==> src/rtl/uart_word_tx.sv <==
// uart_word_tx
// Serialises one NB_DATA-bit word per handshake as 1..NB_DATA/NB_BYTE UART frames.
// Bytes go out least-significant first, and the block has its own baud tick generator.
// A bit lasts P = BAUD_DIV*OVERSAMPLE clocks.
//
// Optional feature macro: UART_TX_PARITY_EN
//   When defined, an even-parity bit is inserted between the data bits and the
//   stop bit, giving an 11-bit frame. When undefined, frames are plain 8N1.
//
// Ports:
//   i_clock     system clock, rising edge
//   i_reset     asynchronous active-low reset
//   i_valid     word request strobe
//   i_data      word to send, sampled at acceptance
//   i_n_bytes   number of bytes to send (1..4; 0 or >4 means 4), sampled at acceptance
//   o_ready     a word can be accepted this cycle
//   o_busy      a frame is on the line
//   o_byte_done one-cycle pulse in the last clock of each stop bit
//   o_word_done one-cycle pulse when the whole word has been sent
//   o_uart_tx   serial line, idle high
module uart_word_tx #(
    parameter int NB_DATA    = 32,
    parameter int NB_BYTE    = 8,
    parameter int BAUD_DIV   = 651,
    parameter int OVERSAMPLE = 16
) (
    input  logic               i_clock,
    input  logic               i_reset,
    input  logic               i_valid,
    input  logic [NB_DATA-1:0] i_data,
    input  logic [2:0]         i_n_bytes,
    output logic               o_ready,
    output logic               o_busy,
    output logic               o_byte_done,
    output logic               o_word_done,
    output logic               o_uart_tx
);

    localparam int NUM_BYTES = NB_DATA / NB_BYTE;
    localparam int TW = (BAUD_DIV > 1)   ? $clog2(BAUD_DIV)   : 1;
    localparam int OW = (OVERSAMPLE > 1) ? $clog2(OVERSAMPLE) : 1;
    localparam int BW = (NB_BYTE > 1)    ? $clog2(NB_BYTE)    : 1;
    localparam logic [TW-1:0] TICK_LAST = TW'(BAUD_DIV - 1);
    localparam logic [OW-1:0] OS_LAST   = OW'(OVERSAMPLE - 1);
    localparam logic [BW-1:0] BIT_LAST  = BW'(NB_BYTE - 1);
    localparam logic [2:0]    MAX_BYTES = 3'(NUM_BYTES);

`ifdef UART_TX_PARITY_EN
    typedef enum logic [2:0] {
        ST_IDLE   = 3'd0,
        ST_START  = 3'd1,
        ST_DATA   = 3'd2,
        ST_PARITY = 3'd3,
        ST_STOP   = 3'd4,
        ST_DONE   = 3'd5
    } state_t;

    // Even parity over one data byte.
    function automatic logic even_parity(input logic [NB_BYTE-1:0] d);
        return ^d;
    endfunction
`else
    typedef enum logic [2:0] {
        ST_IDLE  = 3'd0,
        ST_START = 3'd1,
        ST_DATA  = 3'd2,
        ST_STOP  = 3'd4,
        ST_DONE  = 3'd5
    } state_t;
`endif

    state_t               state_r, state_s;
    logic [TW-1:0]        tick_r, tick_s;
    logic [OW-1:0]        os_r, os_s;
    logic [BW-1:0]        bit_idx_r, bit_idx_s;
    logic [2:0]           byte_idx_r, byte_idx_s;
    logic [2:0]           n_bytes_r, n_bytes_s;
    logic [NB_DATA-1:0]   shift_r, shift_s;
`ifdef UART_TX_PARITY_EN
    logic                 parity_r, parity_s;
`endif
    logic                 uart_tx_r, uart_tx_s;
    logic                 ready_r, ready_s;
    logic                 busy_r, busy_s;
    logic                 byte_done_r, byte_done_s;
    logic                 word_done_r, word_done_s;
    logic                 accept_s;
    logic                 active_s;
    logic                 bit_end_s;
    logic [2:0]           n_clamp_s;

    // Handshake, bit-period boundary and byte-count clamp.
    always_comb begin
        accept_s  = i_valid & ready_r;
        active_s  = (state_r == ST_START) || (state_r == ST_DATA) ||
`ifdef UART_TX_PARITY_EN
                    (state_r == ST_PARITY) ||
`endif
                    (state_r == ST_STOP);
        bit_end_s = active_s && (tick_r == TICK_LAST) && (os_r == OS_LAST);
        if ((i_n_bytes == 3'd0) || (i_n_bytes > MAX_BYTES)) begin
            n_clamp_s = MAX_BYTES;
        end else begin
            n_clamp_s = i_n_bytes;
        end
    end

    // Baud tick and oversample counters; both restart on every acceptance.
    always_comb begin
        tick_s = tick_r;
        os_s   = os_r;
        if (accept_s) begin
            tick_s = '0;
            os_s   = '0;
        end else if (active_s) begin
            if (tick_r == TICK_LAST) begin
                tick_s = '0;
                if (os_r == OS_LAST) begin
                    os_s = '0;
                end else begin
                    os_s = os_r + OW'(1);
                end
            end else begin
                tick_s = tick_r + TW'(1);
            end
        end else begin
            tick_s = '0;
            os_s   = '0;
        end
    end

    // Next-state, datapath and registered-output next values.
    always_comb begin
        state_s    = state_r;
        bit_idx_s  = bit_idx_r;
        byte_idx_s = byte_idx_r;
        n_bytes_s  = n_bytes_r;
        shift_s    = shift_r;
`ifdef UART_TX_PARITY_EN
        parity_s   = parity_r;
`endif
        case (state_r)
            ST_IDLE, ST_DONE: begin
                if (accept_s) begin
                    state_s    = ST_START;
                    shift_s    = i_data;
                    n_bytes_s  = n_clamp_s;
                    byte_idx_s = 3'd0;
                    bit_idx_s  = '0;
                end else begin
                    state_s = ST_IDLE;
                end
            end
            ST_START: begin
                if (bit_end_s) begin
                    state_s   = ST_DATA;
                    bit_idx_s = '0;
`ifdef UART_TX_PARITY_EN
                    // The byte is still whole here; it is shifted out during DATA.
                    parity_s  = even_parity(shift_r[NB_BYTE-1:0]);
`endif
                end else begin
                    state_s = ST_START;
                end
            end
            ST_DATA: begin
                if (bit_end_s) begin
                    // Shifting one bit per data bit leaves the next byte at the LSBs.
                    shift_s = {1'b0, shift_r[NB_DATA-1:1]};
                    if (bit_idx_r == BIT_LAST) begin
`ifdef UART_TX_PARITY_EN
                        state_s = ST_PARITY;
`else
                        state_s = ST_STOP;
`endif
                    end else begin
                        bit_idx_s = bit_idx_r + BW'(1);
                    end
                end else begin
                    state_s = ST_DATA;
                end
            end
`ifdef UART_TX_PARITY_EN
            ST_PARITY: begin
                if (bit_end_s) begin
                    state_s = ST_STOP;
                end else begin
                    state_s = ST_PARITY;
                end
            end
`endif
            ST_STOP: begin
                if (bit_end_s) begin
                    if (byte_idx_r == (n_bytes_r - 3'd1)) begin
                        state_s = ST_DONE;
                    end else begin
                        state_s    = ST_START;
                        byte_idx_s = byte_idx_r + 3'd1;
                    end
                end else begin
                    state_s = ST_STOP;
                end
            end
            default: begin
                state_s = ST_IDLE;
            end
        endcase

        // Outputs are registered, so they are derived from the next state.
        case (state_s)
            ST_START: uart_tx_s = 1'b0;
            ST_DATA:  uart_tx_s = shift_s[0];
`ifdef UART_TX_PARITY_EN
            ST_PARITY: uart_tx_s = parity_s;
`endif
            default:  uart_tx_s = 1'b1;
        endcase
        ready_s     = (state_s == ST_IDLE) || (state_s == ST_DONE);
        busy_s      = ~ready_s;
        word_done_s = (state_s == ST_DONE);
        byte_done_s = (state_s == ST_STOP) && (tick_s == TICK_LAST) && (os_s == OS_LAST);
    end

    // State, counters, datapath and output registers.
    always_ff @(posedge i_clock or negedge i_reset) begin
        if (!i_reset) begin
            state_r     <= ST_IDLE;
            tick_r      <= '0;
            os_r        <= '0;
            bit_idx_r   <= '0;
            byte_idx_r  <= 3'd0;
            n_bytes_r   <= 3'd0;
            shift_r     <= '0;
`ifdef UART_TX_PARITY_EN
            parity_r    <= 1'b0;
`endif
            uart_tx_r   <= 1'b1;
            ready_r     <= 1'b1;
            busy_r      <= 1'b0;
            byte_done_r <= 1'b0;
            word_done_r <= 1'b0;
        end else begin
            state_r     <= state_s;
            tick_r      <= tick_s;
            os_r        <= os_s;
            bit_idx_r   <= bit_idx_s;
            byte_idx_r  <= byte_idx_s;
            n_bytes_r   <= n_bytes_s;
            shift_r     <= shift_s;
`ifdef UART_TX_PARITY_EN
            parity_r    <= parity_s;
`endif
            uart_tx_r   <= uart_tx_s;
            ready_r     <= ready_s;
            busy_r      <= busy_s;
            byte_done_r <= byte_done_s;
            word_done_r <= word_done_s;
        end
    end

    assign o_ready     = ready_r;
    assign o_busy      = busy_r;
    assign o_byte_done = byte_done_r;
    assign o_word_done = word_done_r;
    assign o_uart_tx   = uart_tx_r;

endmodule

==> config.mk <==
export PLATFORM = sky130hd
export DESIGN_NAME = uart_word_tx
export DESIGN_NICKNAME = d
export VERILOG_FILES = /design/src/rtl/uart_word_tx.sv
export SDC_FILE = /design/constraint.sdc
export NUM_CORES = 1
export LEC_CHECK = 0
export BUFFER_PORTS_ARGS = -buffer_cell sky130_fd_sc_hd__buf_4
export CORE_MARGIN = 3
export CORE_UTILIZATION = 45
export DETAILED_ROUTE_END_ITERATION = 6
export GPL_TIMING_DRIVEN = 0
export MAX_ROUTING_LAYER = met4
export SKIP_CTS_REPAIR_TIMING = 1
export SLEW_MARGIN = 5
export SYNTH_ARGS = -nofsm -noshare
export SYNTH_HDL_FRONTEND = slang
export SYNTH_SLANG_ARGS = --single-unit
==> constraint.sdc <==
create_clock -name i_clock -period 5.71 [get_ports i_clock]
set_input_delay 0.8565 -clock i_clock [delete_from_list [all_inputs] [get_ports i_clock]]
set_output_delay 0.8565 -clock i_clock [all_outputs]
set_load 0.02 [all_outputs]
Word level (Yosys, flattened, before mapping). Index checks and enable logic that the tools add are counted.

$lt $le $gt $ge: 1. $add $sub $neg: 5. Eq/ne operators: 20. Reductions and logical operators: 19. Bitwise operators: 2. Multiplexer cells: 27.

Operator list (count): 32-bit 2-to-1 mux (2); 32-bit case mux with 2 select lines (1); 3-bit 2-to-1 mux (11); 10-bit 2-to-1 mux (3); 10-bit equality test (second input constant) (2); 4-bit 2-to-1 mux (4); 3-bit equality test (second input constant) (5); 2-bit != test (second input constant) (6); 3-bit case mux with 4 select lines (1); 10-bit by 1-bit adder with 10-bit output (second input constant) (1); 3-bit zero test (3); 3-bit case mux with 3 select lines (1); 4-bit equality test (second input constant) (2); 3-bit by 1-bit adder with 3-bit output (second input constant) (2); 3-bit by 1-bit equality test with 1-bit output (second input constant) (2); 3-bit by 2-bit equality test with 1-bit output (second input constant) (2); 3-bit case mux with 2 select lines (1); 5-bit AND reduction (1); 4-bit by 1-bit adder with 4-bit output (second input constant) (1); 1-bit logical AND (4); 1-bit logical OR (4); 4-bit AND reduction (1); 2-bit nonzero test (2); 3-bit equality test (1); 11 further kinds (11).

Bits of input ports: 38. Logic and storage cells: 87. Register bits after elaboration: 63.

Logic depth before layout (Yosys ltp). Gate-level depths: netlist of the first run.

Depth in word-level cells: 10. Depth in mapped cells: 10.

Worst setup path before layout of the first run. No wires, ideal clock.

Path type: input -> register. From: in i_valid. To: reg bit_idx_r[0]. Library setup time: 0.125 ns. Path slack: 3.637 ns. Cell stages on the path: 6. Data arrival time: 1.948 ns. Data required time: 5.585 ns. Path buffers: 1. Path through: nand2_1 > nor2_1 > a21boi_1 > buf_2 > a21oi_1 > mux2_2.

Longest elaborated chain between the ends: 3.

RTL lines: start: declaration (line 29) `input logic i_valid,`; 1-bit AND (line 94) `accept_s = i_valid & ready_r;`; 2-bit != test (no source line); 5-bit AND reduction (no source line); end signal: assignment (line 246) `bit_idx_r <= bit_idx_s;`; end: declaration (line 75) `logic [BW-1:0] bit_idx_r, bit_idx_s;`.

No other way between the ends. A chain may end at the register's enable or synchronous reset.

Worst setup path in the final report of the first run.
From: reg tick_r[0]. To: reg busy_r (netlist: o_busy).

Longest elaborated chain between the ends: 8. Elaborated cells between the ends (all ways): 11. Those cells by class: eq/ne: 2; mux: 4; bitwise: 1; reduce/logical: 4.

RTL lines: start: declaration (line 73) `logic [TW-1:0] tick_r, tick_s;`; start signal: assignment (line 244) `tick_r <= tick_s;`; 10-bit equality test (*) (line 100) `bit_end_s = active_s && (tick_r == TICK_LAST) && (os_r == OS_LAST);`; 1-bit logical AND (*) (2 in series) (line 100); 3-bit 2-to-1 mux (tied with other cells) (line 193) `if (bit_end_s) begin`; 3-bit case mux with 4 select lines (*) (line 142) `case (state_r)`; 3-bit equality test or 3-bit zero test (tied branches) (line 218) `ready_s = (state_s == ST_IDLE) || (state_s == ST_DONE);`; 1-bit logical OR (*) (line 218); 1-bit inverter (*) (line 219) `busy_s = ~ready_s;`; net busy_s (line 84) `logic busy_r, busy_s;`; end signal: assignment (line 255) `busy_r <= busy_s;`; end: declaration (line 84).

Mark *: on every way through the listed nets, which the timed path passes. The rest lies on a longest branch.

==> summary.md, run 1 <==
| Metric | Value |
|---|---|
| Worst Hold End | `shift_r[5]` |
| DRT iter0 DRCs | `130` |
| Setup_tns | `0 ps` |
| HPWL after DPL | `about 4100 um` |
| Clk_skew | `8.69 ps` |
| Peak supply drop | `0.182 mV` |
| Synth Flop Type | `dfrtp_1` |
| Ports | `43` |
| Worst path slowest cell | `dfrtp_1` |
| Cells on worst reg2reg path | `8` |
| HP Start | `shift_r[5]` |
| Antenna diodes | `0` |
| Final setup viols | `0` |
| PnR worst setup slack | `about 3500 ps` |
| Routability cong. | `about 0.77` |
| Nature of the critical path endpoint | `register` |
| Post-DR wirelength/cell | `about 14 um` |
| Die X-Extent | `90.4 um` |
| Count of pins over their slew limit | `0` |
| Type of the worst setup path | `reg2reg` |
| Tightest Hold Check Type | `reg2reg` |
| Proportion of layout cells with a drive suffix above 1 | `0.248` |
| Max FO, Critical Path | `10` |
| Fmax | `0.455 GHz` |
| Syn-to-layout area delta | `20.1%` |
| Cell-internal power | `0.000924 W` |
| CTS tree | `built` |
| Drt total wl | `roughly 6000 um` |
| Hold Path Stages | `1` |
| Synth cell types | `55` |
| Final Hold Fails | `0` |
| Clock power frac | `0.316` |
| Comb power frac | `0.188` |
| Placed cells | `around 430` |
| Fin nets | `388` |
| Seq pwr share | `0.495` |
| R2R Setup Slk | `3510 ps` |
| Worst r2r dst | `o_busy` |
| RR Startpoint | `tick_r[0]` |
| Rel. slew slack | `0.477` |
| Mean Syn Cell Area | `roughly 11 sq um` |
| Status | `finished, final reports clean` |
| Starting density of the core | `0.469` |
| Sw Share | `0.264` |
| Floorplan row count | `30` |
| Tot Pwr | `0.00126 W` |
| Largest net degree at the start of global routing | `64` |
| Core Box Area | `0.00683 sq mm` |
| Die area | `a little over 0.008 sq mm` |
| First-pass GRT wire length | `roughly 10000 um` |
| Global Route Usage Sum | `0.158` |
| Pwr per Cell Area | `327 mW/mm^2` |
| Post-synth EDFFs | `0` |
| Crit-path max cell delay | `between 400 and 500 ps` |
| Worst EP required | `5920 ps` |
| Sw Pwr | `0.000332 W` |
| Initial antenna violation count | `0` |
| CTS Root Cell | `clkbuf_8` |
| Leak | `2.05 nW` |
| Die span in y | `roughly 90 um` |
| Number of routed nets with antenna violations | `0` |
| Port bufs | `42` |
| Clock transition at path regs | `70 ps` |
| Fin crit share | `0.385` |
| Drt drc | `0` |
| Minimum clock period after layout | `2200 ps` |
| Crit path launch type | `register` |
| CTS sink cnt | `between 60 and 70` |
| Synth Register Bits | `63` |
| Unrepaired setup endpoints after global routing | `false` |
| Syn_nets | `roughly 340` |
| Ys async rst share | `1.00` |
| # H-tree levels | `3` |
| Detailed Routing Iterations Pass 1 | `4` |
| Sequential element share of the synthesized area | `0.493` |
| Setup WS pre-CTS | `3290 ps` |
| Vias in the first global route | `roughly 2200` |
| Crit path arrival time | `2410 ps` |
| Mapped cell area | `0.00320 sq mm` |
| Total congestion overflow | `0` |
| CTS Buf Count | `9` |
| Total number of vias | `2334` |
| Routed vias/inst | `5.27` |
| Ordered cell list for the critical path | `inv_1 > ha_1 > nor3b_4 > and4_4 > buf_6 > o211a_1 > or3_4 > o2111a_1` |
| Non-filler cells, final | `443` |
| Filler instances | `approximately 640` |
| Max-cap viol count | `0` |
| Post-Synthesis Cells | `289` |
| YS warnings | `0` |
| CTS max path bufs | `2` |
| Worst slew pin tran | `785 ps` |
| Clock Latency Late Sink | `320 ps` |
-- how the worst max path moves through the flow --
| stage | start | slack [ps] | end | depth (start not counted) |
|---|---|---|---|---|
| finish | tick_r[0] | 3510 | o_busy | 8 |
| global route | tick_r[0] | 3340 | shift_r[18] | 9 |
| CTS | tick_r[0] | 3490 | shift_r[18] | 9 |
| detailed placement | i_valid | 3290 | bit_idx_r[2] | 7 |
| global placement | i_valid | 3310 | bit_idx_r[1] | 7 |
| floorplan | i_valid | 3640 | bit_idx_r[0] | 6 |
-- cell families (layout without fill, tap and decap cells) --
logic type | Yosys count | in the layout | share of synthesized area
compound gates | 92 | 92 | 0.228
mux | 7 | 7 | 0.0231
buf+inv | 28 | 86 | 0.0422
xor+xnor | 14 | 14 | 0.0426
fa+ha+maj | 8 | 8 | 0.0313
flops | 63 | 63 | 0.493
simple gates | 77 | 77 | 0.140
-- synthesized netlist by cell type (2+ instances only) --
cell type / count / area (sq um)
ha_1: 8 / 100
dfrtp_1: 61 / 1530
buf_2: 9 / 45.0
a22o_1: 31 / 272
nand3b_1: 3 / 22.5
xor2_1: 10 / 87.6
nand4_1: 3 / 18.8
a22oi_1: 2 / 15.0
clkbuf_1: 6 / 22.5
mux2_2: 3 / 33.8
inv_1: 8 / 30.0
or3_1: 2 / 12.5
and4_1: 3 / 26.3
nand2b_1: 3 / 18.8
mux2i_1: 4 / 40.0
nand2_1: 10 / 37.5
and2_1: 2 / 12.5
nand3_1: 9 / 45.0
dfstp_2: 2 / 52.6
a21oi_1: 5 / 25.0
o21ai_0: 7 / 35.0
nor2_1: 21 / 78.8
xnor2_1: 3 / 26.3
nor3_1: 3 / 15.0
and3_1: 7 / 43.8
buf_4: 3 / 22.5
a21boi_0: 2 / 15.0
a21o_1: 32 / 240
-- power by group through the flow --
stage / logic, W / registers, W / clock network, W
6_report: 0.000237 / 0.000622 / 0.000397
5_1_grt: 0.000267 / 0.000635 / 0.000428
4_1_cts: 0.000242 / 0.000622 / 0.000410
3_5_place_dp: 0.000241 / 0.000630 / 0
3_3_place_gp: 0.000233 / 0.000628 / 0
2_1_floorplan: 0.000179 / 0.000613 / 0
-- routing by layer --
layer | track usage | wire, um
met1 | 0.212 | 2960
met3 | 0.0300 | 230
met4 | 0.0651 | 104
met2 | 0.235 | 2710
met5 | - | 0
-- per-stage QoR --
| stage | utilization | hold slack (ps) | cell area, sq um |
|---|---|---|---|
| after floorplan | - | 449 | 3200 |
| final | 0.563 | 478 | 3850 |
| after global placement | 0.532 | 458 | 3640 |
| after global routing | 0.563 | 492 | 3850 |
| after detailed placement | 0.532 | 465 | 3640 |
| after CTS | 0.563 | 481 | 3850 |
-- placed cells by master, fill, tap and decap left out, drive strengths merged, types with 4 or more instances in the layout --
cell and count:
a21o 32, a21oi 5, a22o 31, and3 7
and4 4, buf 55, clkbuf 19, dfrtp 61
ha 8, inv 8, mux2i 4, nand2 10
nand3 9, nor2 21, o21ai 7, xor2 10
-- worst max-delay path: cells and delay by family, from the launching register on --
| family | cells | cell delay, ps |
|---|---|---|
| AOI/OAI and AO/OA | 2 | 460 |
| adders and majority gates | 1 | 200 |
| DFF | 1 | 490 |
| buffers and inverters | 2 | 200 |
| and+or+nand+nor | 3 | 730 |
-- layout make-up --
type,count,area (sq um),area share
buffer,19,101,0.0263
clock buffer,13,169,0.0439
clock inverter,3,40.0,0.0104
inverter,9,33.8,0.00878
multi-input combinational,198,1490,0.387
sequential,63,1580,0.411
tap,96,120,0.0312
timing repair buffer,42,315,0.0820
-- sequential cells by signal, indices dropped and copies added (netlist names) --
signal	cells
o_uart_tx	1
os_r	4
state_r	3
o_busy	1
bit_idx_r	3
n_bytes_r	3
byte_idx_r	3
o_byte_done	1
o_ready	1
shift_r	32
o_word_done	1
tick_r	10
No activity file was read; power rests on OpenSTA's default activity.
==> run 2: changes to the inputs <==
--- a/config.mk
+++ b/config.mk
@@ -11,6 +11,7 @@
 export DETAILED_ROUTE_END_ITERATION = 6
 export GPL_TIMING_DRIVEN = 0
 export MAX_ROUTING_LAYER = met4
+export PLACE_DENSITY = 0.67
 export SKIP_CTS_REPAIR_TIMING = 1
 export SLEW_MARGIN = 5
 export SYNTH_ARGS = -nofsm -noshare
==> constraint.sdc (replaced) <==
create_clock -name i_clock -period 1.95 [get_ports i_clock]
set_input_delay 0.2925 -clock i_clock [delete_from_list [all_inputs] [get_ports i_clock]]
set_output_delay 0.2925 -clock i_clock [all_outputs]
set_load 0.02 [all_outputs]
==> summary.md, run 2 (synthesis results as in run 1) <==
| Metric | Value |
|---|---|
| Status | `finished with violations` |
| Failing checks | `setup timing` |
| Fin nets | `401 (+3.4%)` |
| DRT iter0 DRCs | `105 (-19%)` |
| CTS Buf Count | `9 (unchanged)` |
| Routed vias/inst | `5.39 (+2.3%)` |
| CTS sink cnt | `63 (unchanged)` |
| Total number of vias | `2452 (+5.1%)` |
| Unrepaired setup endpoints after global routing | `true` |
| GR peak layer | `met1` |
| Max FFs per register | `32 (unchanged)` |
| Filler instances | `604 (-6.2%)` |
| Multi-input logic area | `0.00154 sq mm (+3.7%)` |
| PnR worst setup slack | `-106 ps (-3620 ps)` |
| Type of the worst setup path | `reg2reg` |
| HPWL after DPL | `4320 um (+4.4%)` |
| Detailed Routing Iterations Pass 1 | `4 (unchanged)` |
| Max FO, Critical Path | `8 (-2)` |
| Total congestion overflow | `0 (unchanged)` |
| First-pass GRT wire length | `10900 um (+5.2%)` |
| Drt drc | `0 (unchanged)` |
| Register area | `0.00158 sq mm (+0.16%)` |
| Met2 Use GR | `0.233 (-0.00249)` |
| Worst EP required | `2170 ps (-3750 ps)` |
| Pwr per Cell Area | `913 mW/mm^2 (+180%)` |
| Antenna diodes | `0 (unchanged)` |
| CTS max path bufs | `2 (unchanged)` |
| Clock transition at path regs | `60 ps (about the same)` |
| Port bufs | `42 (unchanged)` |
| Count of pins over their slew limit | `0 (unchanged)` |
| Nature of the critical path endpoint | `register` |
| Final Hold Fails | `0 (unchanged)` |
| Tot Pwr | `0.00374 W (+200%)` |
| Ports | `43 (unchanged)` |
| Max-cap viol count | `0 (unchanged)` |
| Crit path arrival time | `2280 ps (-130 ps)` |
| Commonest non-fill, non-tap cells in the layout | `59 x dfrtp_1, 50 x buf_4, 32 x a21o_1` |
| Routability cong. | `0.788 (+2.1%)` |
| Largest Register | `shift_r` |
| Leak | `2.14 nW (+4.4%)` |
| Rel. slew slack | `0.476 (-0.00102)` |
| Starting density of the core | `0.469 (unchanged)` |
| Crit path launch type | `register` |
| Die X-Extent | `90.4 um (unchanged)` |
| Biggest regs | `shift_r: 32 flops, tick_r: 10 flops, os_r: 4 flops` |
| Final setup viols | `38 (+38)` |
| Peak supply drop | `0.472 mV (+160%)` |
| Tightest Hold Check Type | `in2async` |
| Global Route Usage Sum | `0.168 (+0.0103)` |
| Most common cell after layout, fill and taps aside | `dfrtp_1` |
| Setup_tns | `-1670 ps (-1670 ps)` |
| Die area | `0.00816 sq mm (unchanged)` |
| Die span in y | `90.4 um (unchanged)` |
| Proportion of layout cells with a drive suffix above 1 | `0.323 (+0.0753)` |
| CTS Root Cell | `clkbuf_8` |
| Initial antenna violation count | `0 (unchanged)` |
| Vias in the first global route | `2318 (+3.8%)` |
| Final core occ | `0.600 (+0.0368)` |
| Clk_skew | `7.85 ps (-0.837 ps)` |
| Minimum clock period after layout | `2060 ps (-142 ps)` |
| Number of routed nets with antenna violations | `0 (unchanged)` |
| Clock Latency Late Sink | `330 ps (about the same)` |
| CTS tree | `built` |
| Post-DR wirelength/cell | `14.5 um (+7.3%)` |
| Core Box Area | `0.00683 sq mm (unchanged)` |
| Routing usage on met1 | `0.238 (+0.0264)` |
| Worst slew pin tran | `787 ps (+1.53 ps)` |
| Fmax | `0.486 GHz (+6.9%)` |
| Final Hold Slack | `41.4 ps (-436 ps)` |
| Drt total wl | `6610 um (+10%)` |
| Floorplan row count | `30 (unchanged)` |
| Syn-to-layout area delta | `28.0%` |
| Fin crit share | `1.05 (+0.669)` |
| Largest net degree at the start of global routing | `64 (unchanged)` |
| Met3 Usage GRT | `0.0408 (+0.0108)` |
| # H-tree levels | `3 (unchanged)` |
==> run 2: changes by cell type in the layout (fill, tap and decap cells not counted), moves of 3 or more <==
cell / change
buf_2: -4
buf_4: +5
buf_6: +4
buf_8: +4
clkbuf_1: -3
==> run 2: final timing paths <==
path	from	to	slack [ps]	depth (start not counted)
setup / recovery	tick_r[0]	o_busy	-110	7
min in group i_clock	i_data[31]	shift_r[31]	190	2
hold / removal	i_reset	tick_r[5]	40	1
hold reg to reg	shift_r[5]	shift_r[5]	480	1
setup reg to reg	tick_r[0]	o_busy	-110	7
max in group asynchronous	i_reset	tick_r[0]	1350	1
==> run 2: metal layers <==
| metal | vias up | share of wire |
|---|---|---|
| met3 | 10 | 0.040 |
| met1 | 1198 | 0.50 |
| met5 | - | 0 |
| met4 | 0 | 0.013 |
| li1 | 1192 | - |
| met2 | 52 | 0.44 |
==> run 2: cell type report <==
type / instances / share of cell area
clock inverters: 3 / 0.0104
plain buffers: 18 / 0.0339
inverters: 9 / 0.00885
clock buffers: 12 / 0.0379
repair buffers: 56 / 0.117
well taps: 96 / 0.0293
flip-flops and latches: 63 / 0.386
multi-input cells: 198 / 0.376
==> run 2: worst max-delay path, stage by stage, from the launching register on <==
cell and delay, ps:
dfrtp_2 460, inv_2 80, ha_4 120, nor3b_4 230, and4_4 330, a211oi_1 90, or3_4 390, o2111a_1 250
==> run 2: power by group <==
part / switching [W] / internal (W)
Clock: 0.000480 / 0.000651
Sequential: 0.000217 / 0.00162
Combinational: 0.000326 / 0.000451
Total: 0.00102 / 0.00272
==> run 2: through the flow <==
| stage | area (sq um) | instances | setup WS [ps] |
|---|---|---|---|
| after global routing | 4100 | 455 | -198 |
| after floorplan | 3210 | 289 | -51.6 |
| after CTS | 3850 | 442 | -274 |
| after detailed placement | 3650 | 427 | -259 |
| final | 4100 | 455 | -106 |
| after global placement | 3650 | 427 | -259 |
